==> src/rtl/fetch_pkg.sv <==
// Shared fetch/decode definitions: FSM encoding, PC step, buffer entry layout.
// Latency: n/a (types and constants only).
// Backpressure: n/a.
package fetch_pkg;

  localparam int          INSTR_W          = 32;
  localparam int          OP_MSB           = 31;
  localparam int          OP_LSB           = 26;
  localparam logic [31:0] PC_INC           = 32'd4;
  localparam logic [31:0] DEFAULT_RESET_PC = 32'h0000_0000;

  typedef enum logic [1:0] {
    S_ISSUE   = 2'd0,
    S_WAIT    = 2'd1,
    S_DISCARD = 2'd2
  } fetch_state_t;

  // One buffered fetch: the address it came from and the word returned.
  typedef struct packed {
    logic [31:0]        pc;
    logic [INSTR_W-1:0] instr;
  } fetch_entry_t;

  // Opcode field as the decoder sees it.
  function automatic logic [OP_MSB-OP_LSB:0] instr_op(input logic [INSTR_W-1:0] word);
    return word[OP_MSB:OP_LSB];
  endfunction

endpackage

==> src/rtl/if_fetch_unit_if.sv <==
// Fetch-stage bundle: instruction-memory port, redirect input, decode output.
// Latency: n/a (wiring only).
// Backpressure: decode uses instr_valid/instr_ready; memory side is strobe-based.
interface if_fetch_unit_if;
  import fetch_pkg::*;

  logic               imem_en;
  logic [31:0]        imem_addr;
  logic [INSTR_W-1:0] imem_rdata;
  logic               imem_rvalid;
  logic               redirect_valid;
  logic [31:0]        redirect_pc;
  logic               instr_valid;
  logic [INSTR_W-1:0] instr;
  logic [31:0]        instr_pc;
  logic               instr_ready;

  // Fetch unit side.
  modport master (
    output imem_en, imem_addr, instr_valid, instr, instr_pc,
    input  imem_rdata, imem_rvalid, redirect_valid, redirect_pc, instr_ready
  );

  // Memory / branch unit / decoder side.
  modport slave (
    input  imem_en, imem_addr, instr_valid, instr, instr_pc,
    output imem_rdata, imem_rvalid, redirect_valid, redirect_pc, instr_ready
  );

endinterface

==> src/rtl/fetch_fifo.sv <==
// Small synchronous FIFO of {pc, instr} entries with a flush that beats push and pop.
// Latency: a pushed entry is visible at the head the cycle after the push.
// Backpressure: none internally; the caller reserves space so push never meets full.
module fetch_fifo
  import fetch_pkg::*;
#(
  parameter int DEPTH = 2
) (
  input  logic                   clk,
  input  logic                   rst,
  input  logic                   push,
  input  fetch_entry_t           push_data,
  input  logic                   pop,
  input  logic                   flush,
  output fetch_entry_t           head,
  output logic [$clog2(DEPTH):0] count,
  output logic                   empty,
  output logic                   full
);

  localparam int AW = $clog2(DEPTH);
  localparam int CW = AW + 1;

  fetch_entry_t  store [DEPTH];
  logic [AW-1:0] wr_ptr;
  logic [AW-1:0] rd_ptr;
  logic          do_push;
  logic          do_pop;

  assign empty   = (count == '0);
  assign full    = (count == CW'(DEPTH));
  assign do_pop  = pop && !empty && !flush;
  assign do_push = push && !full && !flush;
  assign head    = store[rd_ptr];

  // Pointer and occupancy bookkeeping; flush discards everything, including a same-cycle push.
  always_ff @(posedge clk) begin
    if (rst || flush) begin
      wr_ptr <= '0;
      rd_ptr <= '0;
      count  <= '0;
    end else begin
      if (do_push) wr_ptr <= wr_ptr + AW'(1);
      if (do_pop)  rd_ptr <= rd_ptr + AW'(1);
      count <= count + CW'(do_push) - CW'(do_pop);
    end
  end

  // Entry storage; contents of free slots are don't-care, so no reset.
  always_ff @(posedge clk) begin
    if (do_push) store[wr_ptr] <= push_data;
  end

  // Space is reserved when a request is issued, so a push can never land on a full buffer.
  push_into_full: assert property (@(posedge clk) disable iff (rst) !(push && full && !flush));

endmodule

==> src/rtl/if_fetch_unit.sv <==
// Instruction fetch: owns the PC, issues one-at-a-time word reads, buffers {pc, instr} for decode.
// Latency: memory latency + 1 cycle from imem_en to instr_valid; FETCH_PIPELINE_EN overlaps issue with response.
// Backpressure: stops issuing once buffered + in-flight fetches would exceed FIFO_DEPTH; redirects flush.
module if_fetch_unit
  import fetch_pkg::*;
#(
  parameter logic [31:0] RESET_PC   = DEFAULT_RESET_PC,
  parameter int          FIFO_DEPTH = 2
) (
  input  logic            clk,
  input  logic            rst,
  if_fetch_unit_if.master bus
);

  localparam int CW = $clog2(FIFO_DEPTH) + 1;

  fetch_state_t  state;
  fetch_state_t  state_nxt;
  logic [31:0]   pc;
  logic [31:0]   pc_nxt;
  logic [31:0]   req_pc;
  logic [31:0]   req_pc_nxt;
  logic [31:0]   redirect_target;
  logic          issue;
  logic          push;
  logic          pop;
  logic          flush;
  logic          has_room;
  fetch_entry_t  head;
  logic [CW-1:0] count;
  logic          empty;
  logic          full;

  fetch_fifo #(
    .DEPTH (FIFO_DEPTH)
  ) u_fifo (
    .clk       (clk),
    .rst       (rst),
    .push      (push),
    .push_data ('{pc: req_pc, instr: bus.imem_rdata}),
    .pop       (pop),
    .flush     (flush),
    .head      (head),
    .count     (count),
    .empty     (empty),
    .full      (full)
  );

  assign redirect_target = bus.redirect_pc & 32'hFFFF_FFFC;
  assign has_room        = (count < CW'(FIFO_DEPTH));

  // A redirecting cycle must not hand decode a stale head, so valid is masked combinationally.
  assign bus.instr_valid = !empty && !bus.redirect_valid && !rst;
  assign bus.instr       = empty ? '0 : head.instr;
  assign bus.instr_pc    = empty ? '0 : head.pc;
  assign bus.imem_addr   = pc;
  assign bus.imem_en     = issue;
  assign pop             = bus.instr_valid && bus.instr_ready;

`ifdef FETCH_PIPELINE_EN
  // After this cycle's push and pop, is there still a slot to reserve for another request?
  logic room_after_push;
  assign room_after_push = (count < CW'(FIFO_DEPTH - 1)) || (pop && has_room);
`endif

  // State, PC and request-PC registers.
  always_ff @(posedge clk) begin
    if (rst) begin
      state  <= S_ISSUE;
      pc     <= RESET_PC;
      req_pc <= RESET_PC;
    end else begin
      state  <= state_nxt;
      pc     <= pc_nxt;
      req_pc <= req_pc_nxt;
    end
  end

  // Next-state, request issue and buffer control; redirect outranks every other event.
  always_comb begin
    state_nxt  = state;
    pc_nxt     = pc;
    req_pc_nxt = req_pc;
    issue      = 1'b0;
    push       = 1'b0;
    flush      = 1'b0;
    if (!rst) begin
      case (state)
        S_ISSUE: begin
          if (bus.redirect_valid) begin
            pc_nxt = redirect_target;
            flush  = 1'b1;
          end else if (has_room) begin
            issue      = 1'b1;
            req_pc_nxt = pc;
            pc_nxt     = pc + PC_INC;
            state_nxt  = S_WAIT;
          end
        end
        S_WAIT: begin
          if (bus.redirect_valid) begin
            pc_nxt    = redirect_target;
            flush     = 1'b1;
            // The in-flight response is now stale: drop it here or wait it out.
            state_nxt = bus.imem_rvalid ? S_ISSUE : S_DISCARD;
          end else if (bus.imem_rvalid) begin
            push = 1'b1;
`ifdef FETCH_PIPELINE_EN
            if (room_after_push) begin
              issue      = 1'b1;
              req_pc_nxt = pc;
              pc_nxt     = pc + PC_INC;
              state_nxt  = S_WAIT;
            end else begin
              state_nxt = S_ISSUE;
            end
`else
            state_nxt = S_ISSUE;
`endif
          end
        end
        S_DISCARD: begin
          if (bus.redirect_valid) begin
            pc_nxt = redirect_target;
            flush  = 1'b1;
          end
          if (bus.imem_rvalid) state_nxt = S_ISSUE;
        end
        default: state_nxt = S_ISSUE;
      endcase
    end
  end

endmodule
==> src/flat_wrapper.sv <==
// flat-port wrapper written by rule: the top's interface ports become plain ports
module if_fetch_unit_flat import fetch_pkg::*;
#(
  parameter logic [31:0] RESET_PC   = DEFAULT_RESET_PC,
  parameter int          FIFO_DEPTH = 2
)
  (clk, rst, bus_imem_en, bus_imem_addr, bus_instr_valid, bus_instr, bus_instr_pc, bus_imem_rdata, bus_imem_rvalid, bus_redirect_valid, bus_redirect_pc, bus_instr_ready);
  if_fetch_unit_if bus_i ();
  input  logic clk;
  input  logic rst;
  output wire logic [$bits(bus_i.imem_en)-1:0] bus_imem_en;
  output wire logic [$bits(bus_i.imem_addr)-1:0] bus_imem_addr;
  output wire logic [$bits(bus_i.instr_valid)-1:0] bus_instr_valid;
  output wire logic [$bits(bus_i.instr)-1:0] bus_instr;
  output wire logic [$bits(bus_i.instr_pc)-1:0] bus_instr_pc;
  input wire logic [$bits(bus_i.imem_rdata)-1:0] bus_imem_rdata;
  input wire logic [$bits(bus_i.imem_rvalid)-1:0] bus_imem_rvalid;
  input wire logic [$bits(bus_i.redirect_valid)-1:0] bus_redirect_valid;
  input wire logic [$bits(bus_i.redirect_pc)-1:0] bus_redirect_pc;
  input wire logic [$bits(bus_i.instr_ready)-1:0] bus_instr_ready;
  assign bus_imem_en = bus_i.imem_en;
  assign bus_imem_addr = bus_i.imem_addr;
  assign bus_instr_valid = bus_i.instr_valid;
  assign bus_instr = bus_i.instr;
  assign bus_instr_pc = bus_i.instr_pc;
  assign bus_i.imem_rdata = bus_imem_rdata;
  assign bus_i.imem_rvalid = bus_imem_rvalid;
  assign bus_i.redirect_valid = bus_redirect_valid;
  assign bus_i.redirect_pc = bus_redirect_pc;
  assign bus_i.instr_ready = bus_instr_ready;
  if_fetch_unit #(.RESET_PC(RESET_PC), .FIFO_DEPTH(FIFO_DEPTH)) u_core (.clk(clk), .rst(rst), .bus(bus_i));
endmodule
==> config.mk <==
export PLATFORM = sky130hd
export DESIGN_NAME = if_fetch_unit_flat
export DESIGN_NICKNAME = d
export VERILOG_FILES = /design/src/rtl/fetch_pkg.sv /design/src/rtl/if_fetch_unit_if.sv /design/src/rtl/fetch_fifo.sv /design/src/rtl/if_fetch_unit.sv /design/src/flat_wrapper.sv
export SDC_FILE = /design/constraint.sdc
export NUM_CORES = 1
export LEC_CHECK = 0
export ABC_AREA = 1
export BUFFER_PORTS_ARGS = -buffer_cell sky130_fd_sc_hd__buf_2
export CAP_MARGIN = 40
export CORE_UTILIZATION = 47
export DETAILED_ROUTE_END_ITERATION = 6
export HOLD_SLACK_MARGIN = 0.15
export PLACE_DENSITY = 0.66
export SLEW_MARGIN = 20
export SYNTH_ARGS = -nofsm -noshare
export SYNTH_HDL_FRONTEND = slang
export SYNTH_HIERARCHICAL = 1
export SYNTH_SLANG_ARGS = --single-unit
export TNS_END_PERCENT = 5
==> constraint.sdc <==
create_clock -name clk -period 9.8 [get_ports clk]
set_input_delay 1.47 -clock clk [delete_from_list [all_inputs] [get_ports clk]]
set_output_delay 1.47 -clock clk [all_outputs]
set_load 0.01 [all_outputs]
# Yosys cells after proc, flatten, opt, wreduce, memory -nomap -nowiden
# Memories as Yosys holds them, arrays and structs flattened. A register that Yosys moved wholly into a read port is not among the register bits.
# Cells that the tools add are included.
# totals
reg_bits	70
mem_bits_rw	128
elab_cells	69
mem_count	1
# mem_list
memory	depth	word_bits	read_ports	rd_ports_with_merged_regs	write_ports	line_no	rtl
u_core.u_fifo.store	2	64	1	1	1	fetch_fifo.sv:24	fetch_entry_t store [DEPTH];
# classes
n_addsub	5
order_cmp	1
n_eq_ne	7
n_mux	27
bitwise	1
reduce_logical	21
# op_table
operator	count
2-to-1 mux 32 bit	5
one-hot mux 32 bit (2 select lines)	1
adder 32 x 3 -> 32 bit (second input constant)	1
2-to-1 mux 1 bit	15
2-to-1 mux 2 bit	5
logical AND 1 bit	7
one-hot mux 2 bit (3 select lines)	1
AND reduction 3 bit	2
zero test 1 bit	5
equality test 2 bit (second input constant)	2
zero test 2 bit	2
!= test 2 x 1 -> 1 bit (second input constant)	2
!= test 3 x 2 -> 1 bit (second input constant)	1
OR reduction 3 bit	1
adder 1 bit (second input constant)	2
adder 2 x 1 -> 2 bit	1
equality test 2 x 1 -> 1 bit (second input constant)	1
less-than comparator 2 bit (second input constant)	1
!= test 2 bit (second input constant)	1
AND reduction 2 bit	1
nonzero test 2 bit	1
OR reduction 2 bit	1
subtractor 2 x 1 -> 2 bit	1
logical OR 1 bit	1
inverter 1 bit	1

# Logic depth before layout (Yosys ltp)
# depth
depth_word	9
depth_mapped	15

# By module
# The synthesis kept the hierarchy.
# modules_own_cells
module	n_inst	cells_per_inst	area_each_um2	seq_area_each_um2
fetch_fifo	1	242	5191.2	3943.8
if_fetch_unit	1	683	3988.8	1241.2

# Worst setup path after synthesis
# OpenSTA, ideal clock, no wires.
# synth_path
path_type	input -> register
start	input port rst
end	memory u_core/u_fifo/store[0][0] (netlist bit), enable pin
arrival_ps	4877
path_slack_ps	4437
cell_stages	7
path_cell_list	clkinv_1 > clkbuf_1 > nand2_1 > nor2_1 > nor2_1 > nand2_1 > nor2_1
# synth_via
elab_chain_len	5
word_cells_on_any_way	7
cone_classes	mux: 4; reduce/logical: 3
# synth_lines
item	line_no	rtl
start, declared	flat_wrapper.sv:10	input logic rst;
2-to-1 mux 1 bit	if_fetch_unit.sv:87	if (!rst) begin
named net u_core.flush	if_fetch_unit.sv:27	logic flush;
zero test 1 bit	fetch_fifo.sv:33	assign do_push = push && !full && !flush;
logical AND 1 bit	fetch_fifo.sv:33	
2-to-1 mux 1 bit	fetch_fifo.sv:51	if (do_push) store[wr_ptr] <= push_data;
2-to-1 mux 1 bit (implied by the code)	fetch_fifo.sv:51	
end, declared	fetch_fifo.sv:24	
# The timed path passes the listed nets, and every way through them passes these cells.

# Worst setup path in the final report
# layout_path
start	input port rst
end	output port bus_instr_valid
# layout_via
elab_chain_len	2
# layout_lines
item	line_no	rtl
zero test 1 bit	if_fetch_unit.sv:53	assign bus.instr_valid = !empty && !bus.redirect_valid && !rst;
logical AND 1 bit	if_fetch_unit.sv:53	
end, declared	flat_wrapper.sv:13	output wire logic [$bits(bus_i.instr_valid)-1:0] bus_instr_valid;
# Every way passes these cells.

==> metrics.yaml <==
routing:
  ant_nets: 0
  detail_route.vias_per_cell: 4.810
  first_iter_violations: 343
  drt_first_pass_iters: 5
  drcViolationCount: 0
  vias: 6503
  finalWirelength_um: 18610
  wl_per_cell_um: 13.77
sta:
  relSlewSlack_pct: 45.88
  rsz0062_at_grt: "no"
  fin_crit_ns: 4.912
  fin_setup_tns_ns: 0
  period_share_pct: 50.13
  fin_worst_skew_ns: 0.008368
  setup_viol: 0
  tightest_slew_ns: 0.8068
  hold_viol: 0
  maxSlewViolCount: 0
  timing.fmax_ghz: 0.2036
critical_path:
  crit_required_ns: 8.33
  path_cells: "buf_2, clkinv_1, nand2_1, nor2_1, buf_2"
  start_kind: "primary input"
  timing.rr.end: "u_core/bus.imem_addr[5]"
  r2r-start: "u_core/state[0]"
  reg2reg_slack_ns: 7.33
  r2r_cells: 11
  worstPathArrival_ns: 3.44
  end_kind: "output port"
  critPathKind: "in2out"
  crit_top_cell: "buf_2"
  worst-path-max-fanout: 37
  max_stage_delay_ns: 0.85
  cp_slowest_cell: "clkinv_1"
power_and_ir_drop:
  power_density_nw_per_um2: 161.7
  total_power_mw: 1.733
  ir_drop_mv: 0.1192
  leakagePower_nw: 4.552
grt:
  track_usage_pct: 19.26
  grt_pass1_wl_um: 29930
  grt_pass1_vias: 5968
  grt_max_degree: 68
  antenna_found_initial: 0
  grt.overflow.total: 0
synth:
  avgSynthCellArea_um2: 9.931
  synth_cells: 924
  syn-cell-area_um2: 9176
  yosysWarnings: 6
layout:
  stdcell_count: 1352
  nets: 1155
  area.growth.synth_to_final_pct: 16.78
  final_common_cell: "nor2_1"
  layout_common_cells: "178 x nor2_1, 162 x buf_2, 161 x nand2_1"
  n_antenna_cell: 0
  drive_above_1_share_pct: 26.37
  utilization_pct: 56.72
  fillCellCount: 1724
clock_tree:
  numClockSinks: 195
  cts_setup_buffers: 0
  h-tree-depth: 4
  cts_tree: "yes"
  ctsResizeCount: 0
  cts_made_buffers: 17
  cts_root_buf: "clkbuf_16"
  path_clk_slew_ns: 0.06
  clockBufferDepth: 2
  hold_buffers: 0
  clk_latency_ns: 0.42
die:
  start_util_pct: 48.57
  die_w_um: 141.7
  coreArea_um2: 18890
  rows: 50
  num_io_pins: 167
  chipHeight_um: 141.7
  die_area_um2: 20090
placed_design:
  port_buffers: 162
  gp_congestion: 0.8613
  dp.cells: 1317
  hpwl_um: 12500
min_path:
  holdPathEnd: "u_core/u_fifo/store[0][62]"
  hp-class: "reg2reg"
  min_from: "u_core/req_pc[30]"
  holdPathStages: 0
run:
  cap_violations: 0
status:
  outcome: "completed"
==> power breakdown <==
part           total (mW)  switching (mW)  internal, mW
sequential          0.931          0.0285         0.903
combinational       0.131          0.0790        0.0521
clock               0.670           0.293         0.377
==> how the worst max path moves through the flow <==
stage               slack (ns)  from                   endpoint  depth (start not counted)
finish                    4.89   rst            bus_instr_valid                          5
global route              4.61   rst            bus_instr_valid                          5
CTS                       4.84   rst            bus_instr_valid                          5
detailed placement        4.83   rst            bus_instr_valid                          5
global placement          4.84   rst            bus_instr_valid                          5
floorplan                 4.44   rst  u_core/u_fifo/store[0][0]                          7
==> worst max-delay path, delay by kind of cell <==
family	cells	cell delay [ns]
and+or+nand+nor	2	0.45
buffers and inverters	3	1.52
==> sequential cells by signal, summed over array words and instances, names as in the netlist, named ones only <==
signal                count
u_core/bus.imem_addr     30
u_core/req_pc            30
u_core/state              2
u_core/u_fifo/count       2
u_core/u_fifo/rd_ptr      1
u_core/u_fifo/store     128
u_core/u_fifo/wr_ptr      1
==> stage by stage <==
step | cell area, um2 | worst slack (ns) | hold WS [ns]
finish | 10720 | 4.888 | 0.4551
global route | 10720 | 4.610 | 0.4702
CTS | 10650 | 4.837 | 0.4553
detailed placement | 10080 | 4.830 | 0.4373
global placement | 10080 | 4.841 | 0.4292
floorplan | 9195 | 4.437 | 0.4203
==> metal layers <==
layer | track usage (%) | part of all wire, % | vias to the layer above
met2 | 30.49 | 44 | 204
met1 | 26.55 | 49 | 2950
met3 | 3.679 | 5.2 | 21
met5 | 0 | 0 | -
li1 | - | - | 3328
met4 | 6.565 | 1.4 | 0
==> cell type report <==
type,instances,area [um2],area share (%)
Timing Repair Buffer,170,915.9,8.546
Multi-Input combinational cell,590,3323,31.01
Clock inverter,12,132.6,1.238
Inverter,105,394.1,3.678
Sequential cell,195,5189,48.42
Clock buffer,20,436.7,4.075
Tap cell,260,325.3,3.036
No activity file was read; power rests on OpenSTA's default activity.
